<file path="src/rtl/valid_ready_fifo_pkg.sv">
// Shared defaults for the valid/ready family (master, slave, fifo) and the
// width helper used for occupancy counters and pointers.
package valid_ready_fifo_pkg;

    localparam int DEF_DATA_W = 8;
    localparam int DEF_DEPTH  = 4;

    // Bits needed to hold an occupancy of 0..depth inclusive.
    function automatic int cnt_w(input int depth);
        return $clog2(depth + 1);
    endfunction

endpackage

</file>
<file path="src/rtl/valid_ready_fifo_mem.sv">
// DEPTH x DATA_W register array with one synchronous write port and an
// asynchronous read port; contents clear on reset.
module valid_ready_fifo_mem
    import valid_ready_fifo_pkg::*;
#(
    parameter int DATA_W = DEF_DATA_W,
    parameter int DEPTH  = DEF_DEPTH,
    parameter int ADDR_W = $clog2(DEPTH)
) (
    input  logic              clk,
    input  logic              rst_n,
    input  logic              wr_en,
    input  logic [ADDR_W-1:0] wr_addr,
    input  logic [DATA_W-1:0] wr_data,
    input  logic [ADDR_W-1:0] rd_addr,
    output logic [DATA_W-1:0] rd_data
);

    logic [DATA_W-1:0] storage [DEPTH];

    always_ff @(posedge clk or negedge rst_n) begin
        if (!rst_n) begin
            for (int i = 0; i < DEPTH; i++) begin
                storage[i] <= '0;
            end
        end else if (wr_en) begin
            storage[wr_addr] <= wr_data;
        end
    end

    assign rd_data = storage[rd_addr];

endmodule

</file>
<file path="src/rtl/valid_ready_fifo.sv">
// Valid/ready elastic buffer: DEPTH-entry first-word-fall-through FIFO with
// input stall, synchronous flush, occupancy count and almost-full flag.
module valid_ready_fifo
    import valid_ready_fifo_pkg::*;
#(
    parameter int DATA_W   = DEF_DATA_W,
    parameter int DEPTH    = DEF_DEPTH,
    parameter int AF_LEVEL = DEPTH - 1
) (
    input  logic                      clk,
    input  logic                      rst_n,
    input  logic [DATA_W-1:0]         i_s_data,
    input  logic                      i_s_valid,
    output logic                      o_s_ready,
    input  logic                      i_s_stall,
    output logic [DATA_W-1:0]         o_m_data,
    output logic                      o_m_valid,
    input  logic                      i_m_ready,
    input  logic                      i_flush,
    output logic [cnt_w(DEPTH)-1:0]   o_count,
    output logic                      o_almost_full
);

    localparam int ADDR_W = $clog2(DEPTH);
    localparam int CNT_W  = cnt_w(DEPTH);

    logic [ADDR_W-1:0] wr_ptr;
    logic [ADDR_W-1:0] rd_ptr;
    logic [CNT_W-1:0]  count;
    logic              full;
    logic              push;
    logic              pop;

    // Ready is deliberately independent of i_m_ready: a full FIFO refuses
    // input even in a cycle where the head word is being taken.
    assign full      = (count == CNT_W'(DEPTH));
    assign o_s_ready = rst_n && !full && !i_s_stall && !i_flush;
    assign o_m_valid = (count != '0);
    assign push      = i_s_valid && o_s_ready;
    assign pop       = o_m_valid && i_m_ready && !i_flush;

    assign o_count       = count;
    assign o_almost_full = (count >= CNT_W'(AF_LEVEL));

    always_ff @(posedge clk or negedge rst_n) begin
        if (!rst_n) begin
            wr_ptr <= '0;
            rd_ptr <= '0;
            count  <= '0;
        end else if (i_flush) begin
            wr_ptr <= '0;
            rd_ptr <= '0;
            count  <= '0;
        end else begin
            if (push) begin
                wr_ptr <= wr_ptr + ADDR_W'(1);
            end
            if (pop) begin
                rd_ptr <= rd_ptr + ADDR_W'(1);
            end
            case ({push, pop})
                2'b10:   count <= count + CNT_W'(1);
                2'b01:   count <= count - CNT_W'(1);
                default: count <= count;
            endcase
        end
    end

    valid_ready_fifo_mem #(
        .DATA_W (DATA_W),
        .DEPTH  (DEPTH),
        .ADDR_W (ADDR_W)
    ) u_mem (
        .clk     (clk),
        .rst_n   (rst_n),
        .wr_en   (push),
        .wr_addr (wr_ptr),
        .wr_data (i_s_data),
        .rd_addr (rd_ptr),
        .rd_data (o_m_data)
    );

endmodule

</file>
<file path="config.mk">
export PLATFORM = sky130hd
export DESIGN_NAME = valid_ready_fifo
export DESIGN_NICKNAME = d
export VERILOG_FILES = /design/src/rtl/valid_ready_fifo_pkg.sv /design/src/rtl/valid_ready_fifo_mem.sv /design/src/rtl/valid_ready_fifo.sv
export SDC_FILE = /design/constraint.sdc
export NUM_CORES = 1
export LEC_CHECK = 0
export ABC_AREA = 1
export CAP_MARGIN = 20
export CELL_PAD_IN_SITES_DETAIL_PLACEMENT = 1
export CELL_PAD_IN_SITES_GLOBAL_PLACEMENT = 1
export CORE_ASPECT_RATIO = 0.9
export CORE_MARGIN = 3
export CORE_UTILIZATION = 41
export DETAILED_ROUTE_END_ITERATION = 16
export PLACE_DENSITY = 0.85
export SYNTH_ARGS = -nofsm -noshare
export SYNTH_HDL_FRONTEND = slang
export SYNTH_HIERARCHICAL = 1
export SYNTH_SLANG_ARGS = --single-unit
</file>
<file path="constraint.sdc">
create_clock -name clk -period 2.1 [get_ports clk]
set_clock_uncertainty 0.05 [all_clocks]
set_input_delay 0.21 -clock clk [delete_from_list [all_inputs] [get_ports clk]]
set_output_delay 0.21 -clock clk [all_outputs]
set_load 0.05 [all_outputs]
</file>
# Yosys cells after proc, flatten, opt, wreduce, memory -nomap -nowiden
# Cells that the tools add are included.
# word_totals
ff_bits	39
latchBits	0
ram_bits	0
mem_bits_ro	0
input_bits	14
word_cells	46
n_memories	0
# classes
n_addsub	4
n_mul	0
n_div	0
order_cmp	4
n_eq_ne	3
shifts	0
mux	12
bitwise_logic	2
reduce_logical	14
# ops
operator	n
bitwise mux 32 bit	1
2-to-1 mux 8 bit	3
binary-select mux 8 bit (select 2 bit)	1
demux 8 bit (select 2 bit)	1
2-to-1 mux 2 bit	4
logical AND 1 bit	7
greater-or-equal comparator 3 bit, second input constant	2
NOT 2 -> 3 bit	2
case mux 3 bit (2 select lines)	1
nonzero test 3 bit	2
adder 2 x 1 -> 2 bit, second input constant	2
nonzero test 2 bit	2
adder 3 x 1 -> 3 bit, second input constant	1
== test 3 bit, second input constant	1
greater-or-equal comparator 3 x 2 -> 1 bit, second input constant	1
zero test 1 bit	3
less-than comparator 3 x 1 -> 1 bit, second input constant	1
2-to-1 mux 3 bit	1
subtractor 3 x 1 -> 3 bit, second input constant	1
== test 2 x 1 -> 1 bit, second input constant	1
== test 2 bit, second input constant	1

# Longest topological paths before layout
# Gate-level depths: netlist of the first run.
# depth
ltp_word	9
mapped_depth	13

# Hierarchy
# Netlist of the first run, hierarchy kept.
# modules_own_cells
mod	n_inst	cells_each	area_each_um2	seq_area_each_um2
valid_ready_fifo_mem	1	235	1785.5	800.8
valid_ready_fifo	1	57	461.7	175.2

# Worst setup path after synthesis of the first run
# OpenSTA, ideal clock, no wires.
# synth_path
kind	flip-flop to flip-flop
startpoint	register count[0], in the netlist o_count[0]
endpoint	register count[2], in the netlist o_count[2]
setup_ps	119
arrival_time_ps	2145
required_time_ps	1931
slack_ps	-214
stages_incl_launch_ff	14
path_buffers	0
synth_period_minus_slack_ps	2314
cell_sequence	dfrtp_1 -> nor2_2 -> nand2_2 -> nand2_2 -> nor2_4 -> nand2_4 -> inv_1 -> fa_1 -> xnor2_1 -> inv_1 -> nand2_1 -> nand2_1 -> nand2_1 -> nand2_1
# synth_rtl
element	line_no	rtl
from (decl)	valid_ready_fifo.sv:29	logic [CNT_W-1:0] count;
from (signal assigned)	valid_ready_fifo.sv:62	2'b10: count <= count + CNT_W'(1);
from (signal assigned)	valid_ready_fifo.sv:63	2'b01: count <= count - CNT_W'(1);
from (signal assigned)	valid_ready_fifo.sv:64	default: count <= count;
nonzero test 3 bit (*)	valid_ready_fifo.sv:38	assign o_m_valid = (count != '0);
via o_m_valid	valid_ready_fifo.sv:17	output logic o_m_valid,
logical AND 1 bit (*) (2 in a row)	valid_ready_fifo.sv:40	assign pop = o_m_valid && i_m_ready && !i_flush;
== test 2 x 1 -> 1 bit / == test 2 bit (equally long branches)	valid_ready_fifo.sv:61	case ({push, pop})
case mux 3 bit (2 select lines)	valid_ready_fifo.sv:61	
2-to-1 mux 3 bit	valid_ready_fifo.sv:50	end else if (i_flush) begin
# The timed path passes the listed nets; every way through them passes the cells marked *.
# A chain may end at the register's enable or synchronous reset.

# Final worst setup path of the first run
# layout_path
startpoint	register count[2], in the netlist o_count[2]
endpoint	register count[2], in the netlist o_count[2]
# layout_via
elab_chain_cells	9
# layout_lines
element	line_no	rtl
== test 3 bit	valid_ready_fifo.sv:36	assign full = (count == CNT_W'(DEPTH));
zero test 1 bit	valid_ready_fifo.sv:37	assign o_s_ready = rst_n && !full && !i_s_stall && !i_flush;
logical AND 1 bit (3 in a row)	valid_ready_fifo.sv:37	
logical AND 1 bit	valid_ready_fifo.sv:39	assign push = i_s_valid && o_s_ready;
== test 2 x 1 -> 1 bit / == test 2 bit (equally long branches)	valid_ready_fifo.sv:61	
case mux 3 bit (2 select lines)	valid_ready_fifo.sv:61	
2-to-1 mux 3 bit	valid_ready_fifo.sv:50	
# Several ways; a longest one is shown, not always the timed one.

==> results of run 1 <==
## worst max-delay path, stage by stage (launching register included)
cell and delay (ns):
dfrtp_2 0.47, inv_1 0.14, nand2_4 0.07, nand2_2 0.12, nor2_4 0.06, nand2_4 0.05
inv_1 0.05, fa_1 0.41, xnor2_2 0.18, inv_1 0.07, nand2_1 0.09, nand2_1 0.06
nand2_1 0.06, nand2_1 0.04
## cell usage in the layout (no fill, tap or decap), types with 2 or more instances in the layout
| cell | count |
|---|---|
| o21ai_1 | 3 |
| dfrtp_1 | 36 |
| inv_2 | 6 |
| inv_1 | 48 |
| o21ai_2 | 8 |
| nor2_4 | 3 |
| nand4_1 | 17 |
| nand3_1 | 28 |
| dfrtp_2 | 3 |
| clkdlybuf4s50_1 | 17 |
| a21oi_1 | 2 |
| nand2_1 | 112 |
| nand3_4 | 4 |
| nand2_2 | 2 |
| clkbuf_8 | 7 |
| buf_12 | 9 |
| nand2_4 | 4 |
| buf_4 | 12 |
## worst max path at each step
stage               depth (start not counted)  slack, ns                      to
finish                                     13       0.06  o_count[2]$_DFFE_PN0P_
global route                               13      -0.03  o_count[2]$_DFFE_PN0P_
CTS                                        13       0.08  o_count[2]$_DFFE_PN0P_
detailed placement                         14      -0.09  o_count[2]$_DFFE_PN0P_
global placement                           14       0.05  o_count[2]$_DFFE_PN0P_
floorplan                                  13       0.01  o_count[2]$_DFFE_PN0P_
## logic make-up (layout without fill, tap and decap cells)
group	after synthesis	in the layout	share of synthesized area
AND/OR/NAND/NOR	171	171	0.373
buffers and inverters	64	101	0.128
flip-flops	39	39	0.434
AO/OA/AOI/OAI	16	16	0.0518
adder cells (fa/ha/maj)	1	1	0.00891
XOR/XNOR	1	1	0.00390
## area by class of cell
cell class | instances | area (µm²)
Clock buffer | 7 | 96.3
Tap cell | 65 | 81.3
Sequential cell | 39 | 980
Fill cell | 629 | 2260
Timing Repair Buffer | 39 | 445
Clock inverter | 1 | 7.51
Multi-Input combinational cell | 189 | 1000
Inverter | 54 | 203
## power by group through the flow
stage | logic (mW) | clock network [mW] | registers (mW)
global route | 0.648 | 0.635 | 0.873
global placement | 0.583 | 0 | 0.873
finish | 0.601 | 0.586 | 0.863
floorplan | 0.324 | 0 | 0.864
detailed placement | 0.601 | 0 | 0.878
CTS | 0.603 | 0.597 | 0.863
## what timing repair did
| item | in CTS | in global routing |
|---|---|---|
| endpoints found under the setup margin | 0 | 1 |
| setup buffers | 0 | 2 |
| resized for setup | 0 | 1 |
## per-layer routing
metal / part of all wire / global-route usage / vias up
met5: 0 / 0 / -
li1: - / - / 975
met1: 0.45 / 0.267 / 1011
met3: 0.033 / 0.0541 / 12
met2: 0.49 / 0.353 / 36
met4: 0.020 / 0.0611 / 0
## metrics by stage
stage / hold WS, ns / util / setup WS (ns) / area, µm²
after floorplan: -0.136 / - / 0.0141 / 2260
after global routing: 0.0664 / 0.554 / -0.0308 / 2810
after global placement: 0.357 / 0.530 / 0.0541 / 2690
final: 0.0265 / 0.554 / 0.0638 / 2810
after CTS: 0.0501 / 0.550 / 0.0847 / 2790
after detailed placement: 0.380 / 0.530 / -0.0908 / 2690
## sequential cells by signal, summed over array words and instances, names as in the netlist
name and flops:
u_mem/storage 32, wr_ptr 2, o_count 3, rd_ptr 2
==> run_results.csv, run 1 <==
group,metric,value,unit
status,outcome,"completed",
routing,detail_route.first_pass.iterations,4,
power,sw_frac_of_total,0.333,
grt,via_count_of_the_first_global_routing_pass,2147,
critical_path,worstSetupEndpointType,"flip-flop",
yosys,synth_async_sr_flop_share,1.00,
finish,layout.nets,343,
floorplanning,dieWidth,84.0,µm
clock_tree,cts_hold_buf,0,
power,internal_power,1.37,mW
power,power_frac_comb,0.293,
power,total_leakage_power,1.45,nW
place,gp_congestion,0.853,
timing,tightestPinTransition,0.746,ns
power,totalPowerFinal,2.05,mW
critical_path,crit_path_start_kind,"flip-flop",
timing,final-hold-violation-count,0,
clock_tree,clock_latency,0.30,ns
yosys,synth_top_area_share,0.434,
routing,drc,0,
timing,layout_min_cycle_time,2.04,ns
grt,grtUsageTotal,0.211,
grt,grt_max_degree,40,
yosys,sequential_to_total_area_share_from_yosys_stat,0.434,
floorplanning,rows,24,
timing,timing.final.crit_share,0.970,
critical_path,regToRegSetupSlack,0.06,ns
timing,fmax,0.491,GHz
critical_path,critical_path.reg2reg.endpoint,"o_count[2]$_DFFE_PN0P_",
critical_path,critPathRequiredTime,2.24,ns
finish,post_route_cells_drive_above_1_share,0.191,
clock_tree,htree_num_levels,2,
yosys,synth-seq-cells,39,
routing,route.antenna.remaining_nets,0,
yosys,netlist_top_cells_area,"dfrtp_1 43%, nand2_1 19%, inv_1 8.0%",
hold_path,hold_class,"primary input to async pin",
clock_tree,cts_made_buffers,5,
power,clock_power_share,0.286,
floorplanning,die_h,76.2,µm
finish,finalNonFillerCells,394,
yosys,post_synth_most_frequent_cells,"112 x nand2_1, 48 x inv_1, 39 x dfrtp_1, 28 x nand3_1, 17 x nand4_1",
yosys,post_synth.cell_area_avg,7.70,µm²
clock_tree,clk_root_buffer_cell,"clkbuf_8",
clock_tree,tritoncts,"built",
yosys,synth_most_common_cell,"nand2_1",
place,numPortBuffers,27,
routing,post_drt_wl_per_cell,16.1,µm
finish,synthToLayoutAreaGrowth,25.2,%
timing,slew-limit-headroom,0.503,
floorplanning,fp.coreArea,0.00507,mm²
routing,finalWirelength,6350,µm
power,switching_power,0.683,mW
yosys,synthesis.area,0.00225,mm²
clock_tree,cts-root-to-sink-buffers,2,
critical_path,timing.critical_path.fanout_max,5,
critical_path,setup.worst_path.start,"o_count[2]$_DFFE_PN0P_",
timing,setup_total_negative_slack,0,ns
routing,avgViaCountPerCell,5.16,
grt,gr-total-overflow,0,
yosys,count_of_distinct_cell_types_in_the_synthesized_netlist,23,
grt,grt_pass1_wl,10700,µm
finish,antenna_cells,0,
clock_tree,clk_transition_reported_paths,0.08,ns
critical_path,worst-r2r-cell-count,13,
yosys,synthesis.nets,307,
yosys,synth-edff-count,0,
floorplanning,top_level_ports,28,
power,powerDensity,728,mW/mm²
routing,dr_total_vias,2034,
place,dp_hpwl,4460,µm
yosys,synthFlopType,"dfrtp_1",
routing,drt_iter0_drc,131,
timing,finalMaxSlewViolations,0,
floorplanning,design.die.area,0.00641,mm²
yosys,number_of_instances_in_the_synthesized_netlist,292,
critical_path,critPathArrivalTime,2.18,ns
critical_path,launch_instance_of_the_worst_register_to_register_path,"o_count[2]$_DFFE_PN0P_",
power,power.ir.vdd_worst,0.000405,V
timing,setup_violations,0,
power,pwr-share-seq,0.421,
critical_path,critical_path_class,"flip-flop to flip-flop",
yosys,ys.warnings.count,6,
yosys,yosysTopAreaCell,"dfrtp_1",
place,placedCellCount,384,
run,number_of_violations_of_the_max_capacitance_limit,0,
floorplanning,floorplan.initialDensity,0.443,
grt,antenna_violations_before_repair,0,
clock_tree,clkSinkCount,39,
(Power assumes the default switching activity.)
==> run 2: changes to the inputs <==
- CORE_MARGIN: 3 -> not set
- CORE_UTILIZATION: 41 -> 34
- PLACE_DENSITY: 0.85 -> 0.73
==> run_results.csv, run 2 (synthesis gave the netlist of run 1 again) <==
group,metric,value,unit
status,outcome,"completed",
floorplanning,floorplan.initialDensity,0.360,
critical_path,timing.critical_path.fanout_max,5,
clock_tree,cts_hold_buf,0,
finish,final_common_cell,"nand2_1",
floorplanning,rows,27,
grt,antenna_violations_before_repair,0,
finish,synthToLayoutAreaGrowth,25.1,%
place,pre_cts_ws,-0.0337,ns
timing,final-hold-violation-count,0,
finish,antenna_cells,0,
critical_path,critPathRequiredTime,1.84,ns
grt,gr-usage-met2,0.320,
finish,multi_input_comb_area,993,µm²
grt,via_count_of_the_first_global_routing_pass,2031,
place,gp_congestion,0.784,
routing,route.antenna.remaining_nets,0,
routing,drt_iter0_drc,97,
floorplanning,dieWidth,87.7,µm
timing,setup_total_negative_slack,0,ns
power,internal_power,1.41,mW
timing,tightestPinTransition,0.773,ns
routing,dr_total_vias,1964,
timing,timing.final.crit_share,0.930,
critical_path,timing.critical_path.cells,"inv_1 > nand2_4 > clkdlybuf4s50_1",
grt,grt_pass1_wl,10200,µm
timing,finalMaxSlewViolations,0,
power,clock_power_share,0.297,
clock_tree,cts-root-to-sink-buffers,2,
clock_tree,cts.repair_timing.setup_buffer_count,0,
timing,rsz0062_at_grt,"false",
place,dp_hpwl,4090,µm
power,switching_power,0.661,mW
power,total_leakage_power,1.43,nW
critical_path,critical_path.max_stage_delay,0.79,ns
routing,post_drt_wl_per_cell,14.6,µm
power,power.ir.vdd_worst,0.000256,V
clock_tree,clk_transition_reported_paths,0.08,ns
grt,global_route_hottest_layer,"met2",
clock_tree,htree_num_levels,2,
clock_tree,cts_resized,0,
power,power_frac_comb,0.288,
floorplanning,top_level_ports,28,
floorplanning,design.die.area,0.00694,mm²
routing,drc,0,
finish,sequential_cell_area,980,µm²
timing,fin_ws,0.147,ns
grt,gr-total-overflow,0,
finish,largest_register_ff_count,32,
finish,largest-register,"u_mem/storage",
critical_path,critical_path_class,"flip-flop to primary output",
timing,layout_min_cycle_time,1.95,ns
finish,post_route_cells_drive_above_1_share,0.175,
timing,setup_violations,0,
finish,layout.nets,340,
hold_path,hold_class,"primary input to async pin",
finish,most_frequent_cells_in_the_layout,"112 x nand2_1, 48 x inv_1, 36 x dfrtp_1",
clock_tree,clkSinkCount,39,
critical_path,regToRegSetupSlack,0.16,ns
clock_tree,clock_latency,0.29,ns
power,sw_frac_of_total,0.319,
finish,fill_cells,786,
grt,grtUsageMet1,0.267,
routing,detail_route.first_pass.iterations,4,
routing,finalWirelength,6020,µm
floorplanning,fp.coreArea,0.00625,mm²
routing,avgViaCountPerCell,4.77,
floorplanning,die_h,79.1,µm
power,pwr-share-seq,0.415,
critical_path,critPathArrivalTime,1.69,ns
critical_path,worstSetupEndpointType,"primary output",
grt,grtUsageTotal,0.196,
clock_tree,clk_root_buffer_cell,"clkbuf_8",
critical_path,crit_path_start_kind,"flip-flop",
run,number_of_violations_of_the_max_capacitance_limit,0,
clock_tree,tritoncts,"built",
timing,slew-limit-headroom,0.485,
power,powerDensity,738,mW/mm²
grt,grt_use_met3,0.0322,
grt,grt_max_degree,40,
place,numPortBuffers,27,
critical_path,cpMaxStageDelayCell,"clkdlybuf4s50_1",
clock_tree,cts_made_buffers,5,
timing,fmax,0.512,GHz
-- run 2: cell type report --
type                            instances  area share
Multi-Input combinational cell        189       0.354
Sequential cell                        39       0.349
Timing Repair Buffer                   36       0.150
Inverter                               54      0.0721
Tap cell                               87      0.0387
Clock buffer                            6      0.0258
Clock inverter                          1      0.0107
-- run 2: critical path: cells and delay by family, from the launching register on --
| family | cells | cell delay [ns] |
|---|---|---|
| buffers and inverters | 2 | 0.89 |
| AND/OR/NAND/NOR | 1 | 0.08 |
| flip-flops | 1 | 0.42 |
-- run 2: power by group through the flow --
| stage | clock network (mW) | registers [mW] | logic (mW) |
|---|---|---|---|
| after floorplan | 0 | 0.864 | 0.324 |
| after global placement | 0 | 0.872 | 0.591 |
| after detailed placement | 0 | 0.876 | 0.601 |
| after CTS | 0.628 | 0.861 | 0.604 |
| after global routing | 0.661 | 0.869 | 0.647 |
| final | 0.616 | 0.861 | 0.596 |
-- run 2: worst paths after layout --
path / endpoint / cells past startpoint / start
min in group clk: o_count[1]$_DFFE_PN0P_ / 7 / rst_n
min reg2reg: u_mem/storage[15]$_DFFE_PN0P_ / 2 / u_mem/storage[15]$_DFFE_PN0P_
min: rd_ptr[1]$_DFFE_PN0P_ / 2 / rst_n
max reg2reg: o_count[2]$_DFFE_PN0P_ / 13 / o_count[0]$_DFFE_PN0P_
max: o_m_valid / 3 / o_count[2]$_DFFE_PN0P_
max in group asynchronous: o_count[0]$_DFFE_PN0P_ / 2 / rst_n
-- run 2: per-layer routing --
| layer | up-vias | routed length, µm |
|---|---|---|
| li1 | 974 | - |
| met1 | 957 | 2860 |
| met2 | 27 | 2900 |
| met3 | 6 | 191 |
| met4 | 0 | 73 |
| met5 | - | 0 |
-- run 2: through the flow --
stage | instances | hold WS, ns | utilization | total power [mW] | cell area, µm²
floorplan | 292 | -0.136 | - | 1.19 | 2260
global placement | 405 | 0.383 | 0.433 | 1.46 | 2710
detailed placement | 405 | 0.365 | 0.433 | 1.48 | 2710
CTS | 412 | 0.0503 | 0.450 | 2.09 | 2810
global route | 412 | 0.0749 | 0.450 | 2.18 | 2810
finish | 412 | 0.0330 | 0.450 | 2.07 | 2810
==> run 3: changes to the inputs <==
- REMOVE_ABC_BUFFERS: not set -> 1
==> run_results.csv, run 3 (synthesis gave the netlist of run 1 again) <==
group,metric,value,unit
routing,post_drt_wl_per_cell,14.5,µm
critical_path,critPathRequiredTime,1.84,ns
floorplanning,dieWidth,87.7,µm
floorplanning,top_level_ports,28,
critical_path,path_buf_inv,2,
routing,dr_total_vias,1970,
run,number_of_violations_of_the_max_capacitance_limit,0,
place,gp_congestion,0.745,
critical_path,worst-r2r-cell-count,13,
critical_path,cpMaxStageDelayCell,"clkdlybuf4s50_1",
timing,fin_worst_hold_slack,0.0396,ns
clock_tree,clk_root_buffer_cell,"clkbuf_8",
routing,drc,0,
status,outcome,"completed",
critical_path,timing.critical_path.fanout_max,5,
timing,slew-limit-headroom,0.495,
timing,final-hold-violation-count,0,
power,totalPowerFinal,1.97,mW
clock_tree,cts_made_buffers,5,
finish,antenna_cells,0,
timing,fmax,0.502,GHz
critical_path,critical_path.max_stage_delay,0.80,ns
finish,final_common_cell,"nand2_1",
routing,route.antenna.remaining_nets,0,
finish,layout.nets,342,
grt,gr-total-overflow,0,
timing,tightestPinTransition,0.758,ns
critical_path,regToRegSetupSlack,0.19,ns
timing,setup_violations,0,
grt,grt_max_degree,40,
clock_tree,tritoncts,"built",
power,total_leakage_power,1.45,nW
clock_tree,cts_hold_buf,0,
critical_path,launch_instance_of_the_worst_register_to_register_path,"o_count[1]$_DFFE_PN0P_",
routing,drt_iter0_drc,125,
place,placedCellCount,407,
power,powerDensity,702,mW/mm²
timing,timing.final.crit_share,0.949,
finish,largest-register,"u_mem/storage",
place,numPortBuffers,27,
clock_tree,htree_num_levels,2,
timing,finalMaxSlewViolations,0,
critical_path,logic_depth_of_the_worst_path_buffers_included,3,
finish,most_frequent_cells_in_the_layout,"112 x nand2_1, 48 x inv_1, 39 x dfrtp_1",
routing,detail_route.first_pass.iterations,4,
critical_path,critPathArrivalTime,1.73,ns
floorplanning,die_h,79.1,µm
finish,largest_register_ff_count,32,
timing,rsz0062_at_grt,"false",
finish,layout.core_utilization,0.449,
place,dp_hpwl,4210,µm
critical_path,critical_path.top_delay_family,"buffers and inverters",
critical_path,critical_path.reg2reg.endpoint,"o_count[2]$_DFFE_PN0P_",
routing,finalWirelength,6000,µm
floorplanning,fp.coreArea,0.00625,mm²
place,pre_cts_ws,-0.0389,ns
hold_path,hold_class,"primary input to async pin",
grt,grt_pass1_wl,10500,µm
critical_path,timing.critical_path.cells,"inv_1 > nand2_1 > clkdlybuf4s50_1",
clock_tree,cts-root-to-sink-buffers,2,
grt,grtUsageTotal,0.203,
floorplanning,rows,27,
critical_path,worstSetupEndpointType,"primary output",
clock_tree,clkSinkCount,39,
clock_tree,clk_transition_reported_paths,0.09,ns
clock_tree,clock_latency,0.29,ns
floorplanning,floorplan.initialDensity,0.360,
floorplanning,design.die.area,0.00694,mm²
finish,post_route_cells_drive_above_1_share,0.177,
routing,avgViaCountPerCell,4.75,
finish,finalNonFillerCells,415,
grt,antenna_violations_before_repair,0,
timing,setup_total_negative_slack,0,ns
critical_path,critical_path_class,"flip-flop to primary output",
finish,finalInstanceArea,0.00280,mm²
finish,fill_cells,791,
finish,synthToLayoutAreaGrowth,24.8,%
power,power.ir.vdd_worst,0.000254,V
critical_path,crit_path_start_kind,"flip-flop",
timing,layout_min_cycle_time,1.99,ns
place,post_dp_cell_area,0.00271,mm²
timing,fin_ws,0.106,ns
grt,via_count_of_the_first_global_routing_pass,2131,
run 3: cell count changes in the layout (fill, tap and decap cells not counted), sizes merged:
cell / change
bufinv: -1
clkinv: +1
buf: +2
clkdlybuf4s50: -1
clkinvlp: +1
dlymetal6s2s: +1
run 3: layer usage:
layer	vias to the layer above	global-route usage	part of all wire
met5	-	0	0
met4	0	0.0689	0.015
met3	8	0.0281	0.027
met2	34	0.366	0.51
met1	952	0.245	0.45
li1	976	-	-
run 3: report_power, final:
part	internal [mW]	total [mW]	switching [mW]	leakage, nW
clock network	0.232	0.510	0.277	0.0412
logic	0.249	0.599	0.350	0.885
registers	0.815	0.858	0.0429	0.528
total	1.30	1.97	0.670	1.45
run 3: cell type report:
cell class | instances | area, µm² | area share
Clock buffer | 6 | 72.6 | 0.0259
Tap cell | 87 | 109 | 0.0388
Inverter | 54 | 203 | 0.0723
Multi-Input combinational cell | 189 | 991 | 0.353
Clock inverter | 2 | 12.5 | 0.00446
Timing Repair Buffer | 38 | 440 | 0.157
Sequential cell | 39 | 976 | 0.348
run 3: timing repair:
action,CTS,global route
setup endpoints to repair,0,1
gates resized for setup,0,2
buffers inserted,0,0
endpoints found under the hold margin,0,0
run 3: worst max-delay path by stage:
stage | endpoint | from
after floorplan | o_count[2]$_DFFE_PN0P_ | o_count[0]$_DFFE_PN0P_
after global placement | o_count[2]$_DFFE_PN0P_ | i_flush
after detailed placement | o_count[2]$_DFFE_PN0P_ | i_flush
after CTS | o_m_valid | o_count[2]$_DFFE_PN0P_
after global routing | o_almost_full | o_count[2]$_DFFE_PN0P_
final | o_almost_full | o_count[2]$_DFFE_PN0P_
run 3: worst register-to-register path, cell delays in order (launching register included):
cell,delay (ns)
dfrtp_1,0.46
nor2_2,0.14
nand2_2,0.07
nand2_2,0.12
nor2_4,0.06
nand2_4,0.05
inv_1,0.05
fa_1,0.40
xnor2_2,0.16
inv_1,0.05
nand2_1,0.06
nand2_1,0.04
nand2_1,0.06
nand2_1,0.04
